`src/rtl/mul_iter_pkg.sv`:
```
// -----------------------------------------------------------------------------
// mul_iter_pkg
// Shared definitions for the iterative multiply / multiply-accumulate unit:
// controller state encoding and the default processor-level constants.
// -----------------------------------------------------------------------------
package mul_iter_pkg;

  // Default operand/result width and iteration counter width (2^ITER_W > WIDTH).
  localparam int WIDTH  = 32;
  localparam int ITER_W = 6;

  // Register-file addressing; writes aimed at the PC register are suppressed.
  localparam int REG_AW = 4;
  localparam int PC_IDX = 15;

  // Controller states: idle, shift-add iterations, one-cycle writeback.
  typedef enum logic [1:0] {
    IDLE = 2'd0,
    RUN  = 2'd1,
    WB   = 2'd2
  } state_e;

endpackage : mul_iter_pkg

```
`src/rtl/mul_iter_datapath.sv`:
```
// -----------------------------------------------------------------------------
// mul_iter_datapath
// Shift-add multiplier datapath. Holds the multiplicand, multiplier, partial
// product and iteration counter. A load captures fresh operands; each step
// conditionally adds the multiplicand, shifts both operands and counts.
//
// Ports:
//   clk_i        clock, rising edge
//   reset_i      synchronous active-high reset, clears all state
//   load_i       capture rm_i/rs_i and seed the product (rn_i or zero)
//   step_i       perform one shift-add iteration
//   acc_i        seed the product with rn_i on load (MLA)
//   rm_i         multiplicand
//   rs_i         multiplier
//   rn_i         accumulate addend
//   prod_sum_o   product value after the current step (valid while stepping)
//   last_o       current step is the final iteration
// -----------------------------------------------------------------------------
module mul_iter_datapath #(
  parameter int WIDTH  = mul_iter_pkg::WIDTH,
  parameter int ITER_W = mul_iter_pkg::ITER_W
) (
  input  logic             clk_i,
  input  logic             reset_i,
  input  logic             load_i,
  input  logic             step_i,
  input  logic             acc_i,
  input  logic [WIDTH-1:0] rm_i,
  input  logic [WIDTH-1:0] rs_i,
  input  logic [WIDTH-1:0] rn_i,
  output logic [WIDTH-1:0] prod_sum_o,
  output logic             last_o
);

  logic [WIDTH-1:0]  mcand_q, mcand_d;
  logic [WIDTH-1:0]  mplr_q,  mplr_d;
  logic [WIDTH-1:0]  prod_q,  prod_d;
  logic [ITER_W-1:0] iter_q,  iter_d;
  logic [WIDTH-1:0]  prod_sum;

  // Add the shifted multiplicand when the current multiplier LSB is set.
  // The sum is truncated to WIDTH bits: only the low half of the product
  // is kept, which is identical for signed and unsigned operands.
  assign prod_sum   = prod_q + (mplr_q[0] ? mcand_q : '0);
  assign prod_sum_o = prod_sum;
  assign last_o     = (iter_q == ITER_W'(WIDTH - 1));

  // NOTE: every next-state signal is given a default before the case logic,
  // so no path leaves a variable unassigned and no latch is inferred.
  always_comb begin
    mcand_d = mcand_q;
    mplr_d  = mplr_q;
    prod_d  = prod_q;
    iter_d  = iter_q;
    if (load_i) begin
      mcand_d = rm_i;
      mplr_d  = rs_i;
      prod_d  = acc_i ? rn_i : '0;
      iter_d  = '0;
    end else if (step_i) begin
      mcand_d = mcand_q << 1;
      mplr_d  = mplr_q >> 1;
      prod_d  = prod_sum;
      iter_d  = iter_q + ITER_W'(1);
    end
  end

  // NOTE: registers are updated with non-blocking assignments so every
  // flop samples the pre-edge values of the others.
  always_ff @(posedge clk_i) begin
    if (reset_i) begin
      mcand_q <= '0;
      mplr_q  <= '0;
      prod_q  <= '0;
      iter_q  <= '0;
    end else begin
      mcand_q <= mcand_d;
      mplr_q  <= mplr_d;
      prod_q  <= prod_d;
      iter_q  <= iter_d;
    end
  end

endmodule : mul_iter_datapath

```
`src/rtl/mul_iter_unit.sv`:
```
// -----------------------------------------------------------------------------
// mul_iter_unit
// Iterative MUL / MLA unit. Operands are taken from the register-file read
// ports in execute; the result is returned as a register-file write request.
// One operation takes WIDTH cycles of RUN followed by one WB cycle. Stall
// freezes fetch/decode from the accepting cycle through the end of RUN.
//
// Ports:
//   CLK         clock, rising edge
//   Reset       synchronous active-high reset
//   Start       request an operation (only honoured in IDLE)
//   Accumulate  1 = MLA (Rm*Rs+Rn), 0 = MUL (Rm*Rs)
//   Rd          destination register
//   Rm, Rs, Rn  multiplicand, multiplier, addend
//   Busy        unit is not idle
//   Stall       Start while idle, or iterating
//   Done        one-cycle pulse in WB
//   MulWE       register-file write enable (suppressed for the PC)
//   MulA3       destination register of the last result
//   MulWD       last result (held until the next WB)
// -----------------------------------------------------------------------------
module mul_iter_unit #(
  parameter int WIDTH  = mul_iter_pkg::WIDTH,
  parameter int ITER_W = mul_iter_pkg::ITER_W,
  parameter int REG_AW = mul_iter_pkg::REG_AW,
  parameter int PC_IDX = mul_iter_pkg::PC_IDX
) (
  input  logic              CLK,
  input  logic              Reset,
  input  logic              Start,
  input  logic              Accumulate,
  input  logic [REG_AW-1:0] Rd,
  input  logic [WIDTH-1:0]  Rm,
  input  logic [WIDTH-1:0]  Rs,
  input  logic [WIDTH-1:0]  Rn,
  output logic              Busy,
  output logic              Stall,
  output logic              Done,
  output logic              MulWE,
  output logic [REG_AW-1:0] MulA3,
  output logic [WIDTH-1:0]  MulWD
);

  import mul_iter_pkg::*;

  state_e            state_q, state_d;
  logic [REG_AW-1:0] rd_q;
  logic [REG_AW-1:0] a3_q;
  logic [WIDTH-1:0]  wd_q;

  logic             dp_load;
  logic             dp_step;
  logic             wb_capture;
  logic             dp_last;
  logic [WIDTH-1:0] dp_prod_sum;

  mul_iter_datapath #(
    .WIDTH  (WIDTH),
    .ITER_W (ITER_W)
  ) u_datapath (
    .clk_i      (CLK),
    .reset_i    (Reset),
    .load_i     (dp_load),
    .step_i     (dp_step),
    .acc_i      (Accumulate),
    .rm_i       (Rm),
    .rs_i       (Rs),
    .rn_i       (Rn),
    .prod_sum_o (dp_prod_sum),
    .last_o     (dp_last)
  );

  // Next-state and control decode.
  always_comb begin
    state_d    = state_q;
    dp_load    = 1'b0;
    dp_step    = 1'b0;
    wb_capture = 1'b0;
    unique case (state_q)
      IDLE: begin
        if (Start) begin
          dp_load = 1'b1;
          state_d = RUN;
        end
      end
      RUN: begin
        dp_step = 1'b1;
        if (dp_last) begin
          // The final iteration's sum is the result; capture it into the
          // output register on the same edge that enters WB.
          wb_capture = 1'b1;
          state_d    = WB;
        end
      end
      WB:      state_d = IDLE;
      default: state_d = IDLE;
    endcase
  end

  // Handshake outputs.
  always_comb begin
    Busy  = (state_q != IDLE);
    Stall = (Start && (state_q == IDLE)) || (state_q == RUN);
    // A reset arriving during WB abandons the writeback, so the pulse is
    // masked rather than letting the register file capture on that edge.
    Done  = (state_q == WB) && !Reset;
    MulWE = Done && (rd_q != REG_AW'(PC_IDX));
  end

  assign MulA3 = a3_q;
  assign MulWD = wd_q;

  always_ff @(posedge CLK) begin
    if (Reset) begin
      state_q <= IDLE;
      rd_q    <= '0;
      a3_q    <= '0;
      wd_q    <= '0;
    end else begin
      state_q <= state_d;
      if (dp_load) begin
        rd_q <= Rd;
      end
      if (wb_capture) begin
        a3_q <= rd_q;
        wd_q <= dp_prod_sum;
      end
    end
  end

endmodule : mul_iter_unit
```
`config.mk`:
```
export PLATFORM = sky130hd
export DESIGN_NAME = mul_iter_unit
export DESIGN_NICKNAME = d
export VERILOG_FILES = /design/src/rtl/mul_iter_pkg.sv /design/src/rtl/mul_iter_datapath.sv /design/src/rtl/mul_iter_unit.sv
export SDC_FILE = /design/constraint.sdc
export NUM_CORES = 1
export LEC_CHECK = 0
export CAP_MARGIN = 15
export CORE_MARGIN = 10
export CORE_UTILIZATION = 53
export DETAILED_ROUTE_END_ITERATION = 7
export GPL_TIMING_DRIVEN = 0
export MAX_ROUTING_LAYER = met4
export PLACE_DENSITY_LB_ADDON = 0.1
export SKIP_CTS_REPAIR_TIMING = 1
export SLEW_MARGIN = 20
export SYNTH_ARGS = -nofsm -noshare
export SYNTH_HDL_FRONTEND = slang
export SYNTH_SLANG_ARGS = --single-unit
```
`constraint.sdc`:
```
create_clock -name CLK -period 4.1 [get_ports CLK]
set_clock_uncertainty 0.1 [all_clocks]
set_input_delay 0.615 -clock CLK [delete_from_list [all_inputs] [get_ports CLK]]
set_output_delay 0.615 -clock CLK [all_outputs]
set_load 0.005 [all_outputs]
```
# After elaboration in Yosys (flattened, before gate mapping)
# Index checks and enable logic that the tools add are counted.
op_classes:
  addsub: 2
  eq_ne: 6
  mux: 16
  n_reduce_logical: 10
op_table:
  columns: ["cell", "n"]
  rows:
  - ["$mux W32", 8]
  - ["$add A32 B32 Y32", 1]
  - ["$add A6 B1 Y6 const B", 1]
  - ["$eq A6 B5 Y1 const B", 1]
  - ["$mux W1", 5]
  - ["$mux W2", 2]
  - ["$ne A2 B2 Y1 const B", 2]
  - ["$ne A4 B4 Y1 const B", 1]
  - ["$pmux W2 S2", 1]
  - ["$reduce_bool A2 Y1", 2]
  - ["$logic_and A1 B1 Y1", 3]
  - ["$eq A2 B1 Y1 const B", 1]
  - ["$eq A2 B2 Y1 const B", 1]
  - ["$logic_not A2 Y1", 1]
  - ["$reduce_and A2 Y1", 1]
  - ["$reduce_or A2 Y1", 1]
  - ["$logic_not A1 Y1", 1]
  - ["$logic_or A1 B1 Y1", 1]
word_totals:
  reg_bits: 144
  input_bits: 104
  out_inout_bits: 40
  word_cells: 42

# Depth between registers and ports, before layout
# Gate-level depths: netlist (run 1).
depth:
  depth_word: 4
  mapped_depth: 11
  mapped_depth_nobuf: 10

# By module
# From an unflattened synthesis (run 1), not the netlist that was laid out.
hier_totals:
  cells_unflattened: 1044
  hier_area_um2: 8642.0
modules_own_cells:
  columns: ["module", "n_inst", "cells_per_inst", "area_per_inst_um2", "seq_area_each_um2"]
  rows:
  - ["mul_iter_datapath", 1, 862, 6732.7, 2042.0]
  - ["mul_iter_unit", 1, 182, 1909.3, 840.8]

# Worst setup path after synthesis (run 1)
# No wires, ideal clock.
synth_path:
  kind: "reg-to-reg"
  start: "reg u_datapath.mplr_q[0]"
  end: "reg u_datapath.prod_q[28]"
  setup_ns: 0.112
  arrival_time_ns: 2.633
  required_ns: 3.888
  path_slack_ns: 1.255
  stages_incl_launch_ff: 12
  path_buffers: 1
  period_less_slack_ns: 2.845
  path_cell_list: "dfxtp_1 > clkbuf_1 > and2_1 > ha_1 > fa_1 > a211oi_1 > o21ai_1 > nand3_1 > a31oi_2 > a31o_2 > xnor2_1 > a2111oi_1"
synth_via:
  elab_chain_cells: 4
synth_rtl:
  columns: ["element", "line", "text"]
  rows:
  - ["start: declaration", "mul_iter_datapath.sv:36", "logic [WIDTH-1:0] mplr_q, mplr_d;"]
  - ["start signal: assignment", "mul_iter_datapath.sv:78", "mplr_q <= mplr_d;"]
  - ["$mux W32", "mul_iter_datapath.sv:44", "assign prod_sum = prod_q + (mplr_q[0] ? mcand_q : '0);"]
  - ["$add A32 B32 Y32", "mul_iter_datapath.sv:44", null]
  - ["$mux W32", "mul_iter_datapath.sv:60", "end else if (step_i) begin"]
  - ["$mux W32", "mul_iter_datapath.sv:55", "if (load_i) begin"]
  - ["end signal: assignment", "mul_iter_datapath.sv:79", "prod_q <= prod_d;"]
  - ["end: declaration", "mul_iter_datapath.sv:37", "logic [WIDTH-1:0] prod_q, prod_d;"]
# No other way between the ends. The select of a mux whose other input is x is not followed.
# A chain may end at the register's enable or synchronous reset.

# Worst setup path after layout (run 1)
layout_path:
  start: "in Start"
  end: "out Stall"
layout_via:
  elab_chain_cells: 2
layout_rtl:
  columns: ["element", "line", "text"]
  rows:
  - ["start: declaration", "mul_iter_unit.sv:30", "input logic Start,"]
  - ["$logic_and A1 B1 Y1", "mul_iter_unit.sv:103", "Stall = (Start && (state_q == IDLE)) || (state_q == RUN);"]
  - ["$logic_or A1 B1 Y1", "mul_iter_unit.sv:103", null]
  - ["end: declaration", "mul_iter_unit.sv:37", "output logic Stall,"]
# No other way between the ends.

==> impl_summary.md, run 1 <==
STA
The count of endpoints failing setup in the final report is 0. Setup repair after global routing left no endpoint under its margin. The final max-slew violation count is 0.

For this run, the top clock speed supported by timing is 267 MHz. The slew at the pin closest to its max-slew limit is 0.854 ns. For the finished layout, the period the worst path requires is 3.74 ns.

The relative max-transition margin is 43.1%. Setup total negative slack on the finished layout was measured at 0 ns. The hold violation total from the final report came to 0. In the finished design, the share of the clock period the worst path needs comes to 91.3%.

Detailed routing
After detailed routing, the average wire length per cell comes to 20.7 µm. For this block, the via count after detailed routing is 8,470. The number of remaining DRC errors is 0. The pre-antenna-repair detailed-routing pass consisted of 5 iterations. After detailed routing, the number of vias per cell comes to 6.14. The total routed wirelength is 28.6 mm. The count of nets left with antenna violations once routing finished came out at 0.

For this block, the initial DRC count from the detailed router was 851.

Placement
At the end of routability-driven placement, the weighted congestion stood at 0.976. Once placement finished, the instance area stood at 9620 µm². The number of I/O port buffers is 142. The wire-length estimate of the detail-placed layout is 21.1 mm. The post-placement cell count is 1,347.

Power and ir drop
For this design the static power due to leakage is 3.84 nW. Overall power consumption after layout is estimated at 3.71 mW. Across the VDD grid, the largest voltage drop is 0.302 mV. In this run switching power makes up 30.0% of total power. Of the total power, combinational logic draws 16.6%. The internal power of the cells totals 2.60 mW.

The power per cell area is 364 nW/µm². In this run the power spent charging and discharging nets is 1.12 mW. Of the total power, the clock network draws 42.2%.

Sequential cells burn 41.2% of the power.

Clocking
The later-pin clock latency in the skew report is 0.45 ns. Clock tree synthesis selected as its root buffer the cell clkbuf_16. Clock-pin slew was measured on the worst setup and hold paths at 0.06 ns. The maximum clock insertion buffer count is 2. The CTS sink count is 144. TritonCTS built the clock tree. The number of levels in the clock H-tree is 4. The total CTS buffers is 17.

Worst hold path
The worst hold path was traced through 2 stages. The path with the worst hold slack has its endpoint at MulWD[18]. The worst hold path begins at MulWD[18]. The class of the tightest hold or removal check is flop to flop.

Job
Across the run, the number of max-cap violations was 0.

Worst setup path
The highest net fanout along the worst path is 10. Data arrives at the worst endpoint at 3.03 ns. The start-to-end type of the worst setup path is input port to output pin. The critical path startpoint category is an input port. The setup slack of the worst register-to-register path is 0.42 ns. The worst register-to-register path begins at u_datapath.mplr_q[0]. The number of cells on the worst reg-to-reg path is 11. The worst endpoint required time is 3.38 ns. The endpoint of the most critical register-to-register path is u_datapath.prod_q[28]. The element type at the critical path end is an output pin.

Global routing
Entering global routing, the biggest net connects 17 pins. Summed over all layers, the global routing overflow is 0. The number of antenna violations at the first check in global routing is 0. The first global-routing pass estimated 43.7 mm of wire.

The total global-route track usage is 28.1%. The via count of the first global-routing pass came to 7,980.

Logic synthesis
The largest total area in the synthesized netlist belongs to dfxtp_1. The cell count after synthesis is 1,021. For this run, the number of Yosys warnings is 0.

The post-synthesis async set-or-reset flop share is 0%. In this run, distinct cell masters in the synthesized netlist total 76. When the netlist entered floorplanning its net count stood at 1,158. The average footprint of a synthesized cell is 7.81 µm².

Sequential elements use 36.2% of the synthesized area. Summed over its instances, the top area cell type makes up 36.2% of the synthesized netlist area. The mapped netlist covers 7970 µm². By area the synthesized netlist is led by dfxtp_1 36%, a21oi_1 9.5%, nand2_1 7.1%.

The flip-flop and latch count after synthesis is 144. The number of enable flip-flop cells after synthesis is 0. Among all flip-flop cells after synthesis, the most frequent one is dfxtp_1.

Final layout
The repair_antennas step left the layout with diodes totalling 0. The proportion of layout cells with a drive suffix above 1 is 5.69%. After the last flow step, the layout net total stands at 1,319. Relative to the synthesized area, the layout overhead comes to 28.0%. With fillers left out, the area of the finished cells amounts to 10,200 µm².

The count of cells in the finished layout, fillers not included, comes to 1,379.

Die
The starting density of the core is 54.4%. The total number of placement rows is 44. 144 I/O pins were placed.

The die is 143 µm tall. The floorplan die area is 20,300 µm². Measured along the x axis, the die boundary spans 143 µm. After floorplanning, the core was sized to cover 14,600 µm².

Run status
The run finished with clean final reports.
-- worst max path at each step --
stage / from / to / slack, ns
CTS: Start / Stall / 0.41
global route: u_datapath.mplr_q[0] / u_datapath.prod_q[24] / 0.19
finish: Start / Stall / 0.36
global placement: Start / Stall / 0.41
floorplan: u_datapath.mplr_q[0] / u_datapath.prod_q[28] / 1.26
detailed placement: Start / Stall / 0.42
-- layout by cell type, fill, tap and decap left out, types with 15 or more instances in the layout --
cell,count
a21oi_1,151
a22oi_1,62
and2_1,35
clkbuf_1,65
clkbuf_16,17
clkdlybuf4s50_1,142
dfxtp_1,144
ha_1,32
nand2_1,151
nand3_1,19
nand4_1,15
nor2_1,57
nor3_1,37
nor4_1,15
o21ai_0,20
-- cell usage after synthesis (3+ instances only) --
master       n
dfxtp_1    144
nor2b_1      4
buf_2       14
buf_1        4
nand4_1     15
a211oi_1     6
a22oi_1     62
a31oi_1     11
and2_1      35
and3_1       6
o21ai_1      8
xor2_1      12
or2_2        3
or4_1        3
o21bai_1     4
a21o_1      11
a211o_1      4
o211ai_1     5
o21a_1       3
nor4_1      15
nand2_1    151
o22ai_1      5
nand3_1     19
o21ai_0     20
a2111oi_0    7
nand2b_1     3
mux2i_1      4
nor3_1      37
a21oi_1    151
a31o_2       3
clkbuf_1    65
or3_1       11
nor3b_1      4
ha_1        32
xnor2_1     14
inv_1       11
nor2_1      57
nand3b_1     6
a2111oi_1    3
-- worst max-delay path, stage by stage --
cell,delay [ns]
clkdlybuf4s50_1,0.47
and2_1,0.12
clkbuf_1,0.32
nor2_1,0.10
inv_1,0.29
buf_1,0.48
clkdlybuf4s50_1,0.62
-- metrics by stage --
stage	hold WS [ns]	util, %	setup WS (ns)
6_report	0.355	69.7	0.356
5_1_grt	0.375	69.7	0.189
4_1_cts	0.356	69.7	0.410
3_5_place_dp	0.345	65.7	0.416
3_3_place_gp	0.336	65.7	0.411
2_1_floorplan	0.336	-	1.26
-- area by class of cell --
class	instances	area, µm²
Buffer	85	345
Clock buffer	18	439
Clock inverter	14	144
Fill cell	1267	4440
Inverter	12	45.0
Multi-Input combinational cell	780	4700
Sequential cell	144	2880
Tap cell	184	230
Timing Repair Buffer	142	1420
-- registers in the layout, summed over array words and instances, names as in the netlist --
signal / count
MulWD: 32
state_q: 2
u_datapath.prod_q: 32
u_datapath.iter_q: 6
u_datapath.mplr_q: 32
MulA3: 4
u_datapath.mcand_q: 32
rd_q: 4
-- cell families after synthesis --
family | share of synthesized area [%]
adders and majority gates | 5.27
DFF | 36.2
buffers and inverters | 4.90
and+or+nand+nor | 22.7
AOI/OAI and AO/OA | 27.7
xor gates and xnor gates | 2.86
muxes | 0.502
-- power groups by stage --
stage          logic (mW)  clock network [mW]  registers [mW]
2_1_floorplan       0.363                   0            1.54
3_3_place_gp        0.592                   0            1.56
3_5_place_dp        0.597                   0            1.56
4_1_cts             0.602                1.56            1.53
5_1_grt             0.667                1.63            1.54
6_report            0.615                1.57            1.53
-- per-layer routing --
layer	track usage [%]	vias to the layer above	part of all wire, %
met1	34.6	3977	43
met5	-	-	0
met2	43.0	356	46
met3	6.67	85	7.5
li1	-	4052	-
met4	12.4	0	4.0
Note: power is estimated with default switching activity, not from simulation.
==> inputs of run 2 (changes only) <==
--- a/config.mk
+++ b/config.mk
@@ -6,8 +6,10 @@
 export NUM_CORES = 1
 export LEC_CHECK = 0
 export CAP_MARGIN = 15
+export CELL_PAD_IN_SITES_DETAIL_PLACEMENT = 2
+export CELL_PAD_IN_SITES_GLOBAL_PLACEMENT = 2
 export CORE_MARGIN = 10
-export CORE_UTILIZATION = 53
+export CORE_UTILIZATION = 31
 export DETAILED_ROUTE_END_ITERATION = 7
 export GPL_TIMING_DRIVEN = 0
 export MAX_ROUTING_LAYER = met4
==> impl_summary.md, run 2 (same netlist as run 1, synthesis figures left out) <==
Power and ir drop
The power per cell area is 368 nW/µm². In this run the power spent charging and discharging nets is 1.23 mW. The net switching fraction of the power is 32.1%. The clock power share is 43.0%.

Combinational logic is responsible for 17.0% of the overall power. The analysis attributes to cell leakage a power of 3.84 nW. The internal power summed over all cells is 2.60 mW.

The maximum VDD drop is 0.174 mV. The overall power is 3.83 mW. The share of total power in sequential cells is 40.0%.

Worst setup path
The worst setup path is captured at an output pin. The start-to-end type of the worst setup path is input port to output pin. Counting cells, the worst reg-to-reg path comes to 10.

The setup slack of the worst register-to-register path is 0.26 ns. STA classifies the critical path startpoint as an input port. The highest net fanout along the worst path is 10. The worst register-to-register path ends at u_datapath.prod_q[24].

The worst register-to-register path begins at u_datapath.mplr_q[0]. For the worst setup path, the data arrival time is 3.18 ns. The worst endpoint required time is 3.38 ns.

STA
Setup violations remaining at the end of the flow were counted as 0. Setup repair after global routing left no endpoint under its margin. The final max-slew violation count is 0. Setup slack closes at 0.206 ns. The final total negative setup slack is 0 ns. Derived from the worst setup path, the maximum achievable clock frequency is 257 MHz. Dividing the final minimum period by the clock period gives 95.0%.

The hold violation total from the final report is 0. The time the final worst path needs with I/O delays and setup is 3.89 ns. Headroom to the max-slew limit came out at 35.3%. The smallest hold slack is 0.360 ns. The slew at the pin closest to its max-slew limit is 0.970 ns.

Worst hold path
The hold path startpoint is MulWD[18]. The tightest min-delay check is of the flop to flop type. The number of stages on the worst hold path is 2. The end of the worst hold path is MulWD[18].

Die
The floorplan die area is 32,500 µm². For this configuration, the core starts out at a cell density of 31.6%. The count of boundary I/O pins is 144.

The floorplan step set the die width to 180 µm. The total number of placement rows is 58. The total area inside the core boundary comes to 25,300 µm².

The die extent in y is 180 µm.

Detailed routing
For this block, the initial DRC count from the detailed router was 540. The total via count in the routed design is 8,590. The per-cell via count in the routed design is 5.62. The remaining antenna violation count is 0. The pre-antenna-repair detailed-routing pass consisted of 7 iterations. For this run, design rule violations remaining after detail routing come to 0. The average wire length per cell after detail routing is 23.6 µm. Summed over all layers, the routed wires come to 36.1 mm.

Clocking
CTS built an H-tree with a depth of 4. For the worst-skew pair, the clock arrives at the later sink with an insertion delay of 0.44 ns. The clock tree root driver cell is clkbuf_16.

The post-CTS clock slew at the launch and capture registers of the worst setup and hold paths is 0.07 ns. Counting the buffers created by CTS gives 17. The clock tree from TritonCTS is done.

CTS saw 144 sinks. The maximum clock insertion buffer count is 2.

Placement
Buffers placed on the I/O ports in this run total 142. The worst slack at placement is 0.220 ns. The HPWL reported at the end of detailed placement is 27.7 mm. The weighted congestion at the end of routability-driven global placement is 0.896.

Final layout
The proportion of layout cells with a drive suffix above 1 is 5.69%. In the layout the commonest cells are 151 x nand2_1, 151 x a21oi_1, 144 x dfxtp_1. The number of nets in the finished design is 1,319. The utilization after layout is 41.2%. The area growth from synthesis to layout is 30.5%.

Global routing
The layer with the highest usage is met2. The number of antenna violations at the first check in global routing is 2. The first global-routing pass estimated 55.8 mm of wire. The via count of the first global-routing pass is 9,381. The total grt overflow is 0. The met3 track utilization from global routing is 3.92%. The total global-route track usage is 22.2%. The met1 usage is 27.8%.

The pin count of the biggest net entering global routing is 17. The met2 global-route usage is 36.7%.

Run status
The flow ran to the end, and the final reports show no timing, DRC or antenna violations.

Job
The count of maximum capacitance violations is 0.
run 2: cell count changes in the layout (fill, tap and decap cells not counted), sizes merged:
| cell | previous run | this run |
|---|---|---|
| inv | 18 | 22 |
| clkinv | 6 | 3 |
| diode | 0 | 3 |
| clkbuf | 84 | 83 |
run 2: final cells by class:
| class | instances | area, µm² |
|---|---|---|
| antenna | 3 | 7.51 |
| buffer | 85 | 345 |
| clock buffer | 17 | 425 |
| clock inverter | 15 | 163 |
| fill | 2886 | 14900 |
| inverter | 12 | 45.0 |
| multi-input combinational | 780 | 4700 |
| sequential | 144 | 2880 |
| tap | 330 | 413 |
| timing repair buffer | 142 | 1420 |
run 2: through the flow:
step / std cells / area, µm²
floorplan: 1021 / 7970
global placement: 1493 / 9810
detailed placement: 1493 / 9810
CTS: 1525 / 10400
global route: 1527 / 10400
finish: 1528 / 10400
run 2: how the worst max path moves through the flow:
| stage | start | end | slack [ns] | depth (start not counted) |
|---|---|---|---|---|
| after floorplan | u_datapath.mplr_q[0] | u_datapath.prod_q[28] | 1.26 | 11 |
| after global placement | Start | Stall | 0.18 | 7 |
| after detailed placement | Start | Stall | 0.22 | 7 |
| after CTS | Start | Stall | 0.16 | 7 |
| after global routing | state_q[1] | Stall | 0.07 | 7 |
| final | Start | Stall | 0.21 | 7 |
run 2: worst max-delay path, stage by stage:
cell and delay, ns:
clkdlybuf4s50_1 0.49, and2_1 0.13, clkbuf_1 0.41, nor2_1 0.11
inv_1 0.32, buf_1 0.48, clkdlybuf4s50_1 0.61
run 2: per-layer routing:
layer  vias up  wire, µm
met5         -         0
met4         0       439
met3        32      1370
met2       166     17300
met1      4344     17000
li1       4048         -
run 2: power groups by stage:
stage                     logic, mW  registers, mW  clock network [mW]
after floorplan               0.363           1.54                   0
after global placement        0.628           1.56                   0
after detailed placement      0.645           1.56                   0
after CTS                     0.651           1.53                1.66
after global routing          0.716           1.54                1.73
final                         0.650           1.53                1.64
==> inputs of run 3 (changes only) <==
--- a/config.mk
+++ b/config.mk
@@ -5,6 +5,7 @@
 export SDC_FILE = /design/constraint.sdc
 export NUM_CORES = 1
 export LEC_CHECK = 0
+export ABC_CLOCK_PERIOD_IN_PS = 4100
 export CAP_MARGIN = 15
 export CELL_PAD_IN_SITES_DETAIL_PLACEMENT = 2
 export CELL_PAD_IN_SITES_GLOBAL_PLACEMENT = 2
==> results of run 3 <==
No change in the layout: final DEF, timing and power equal those of run 2.
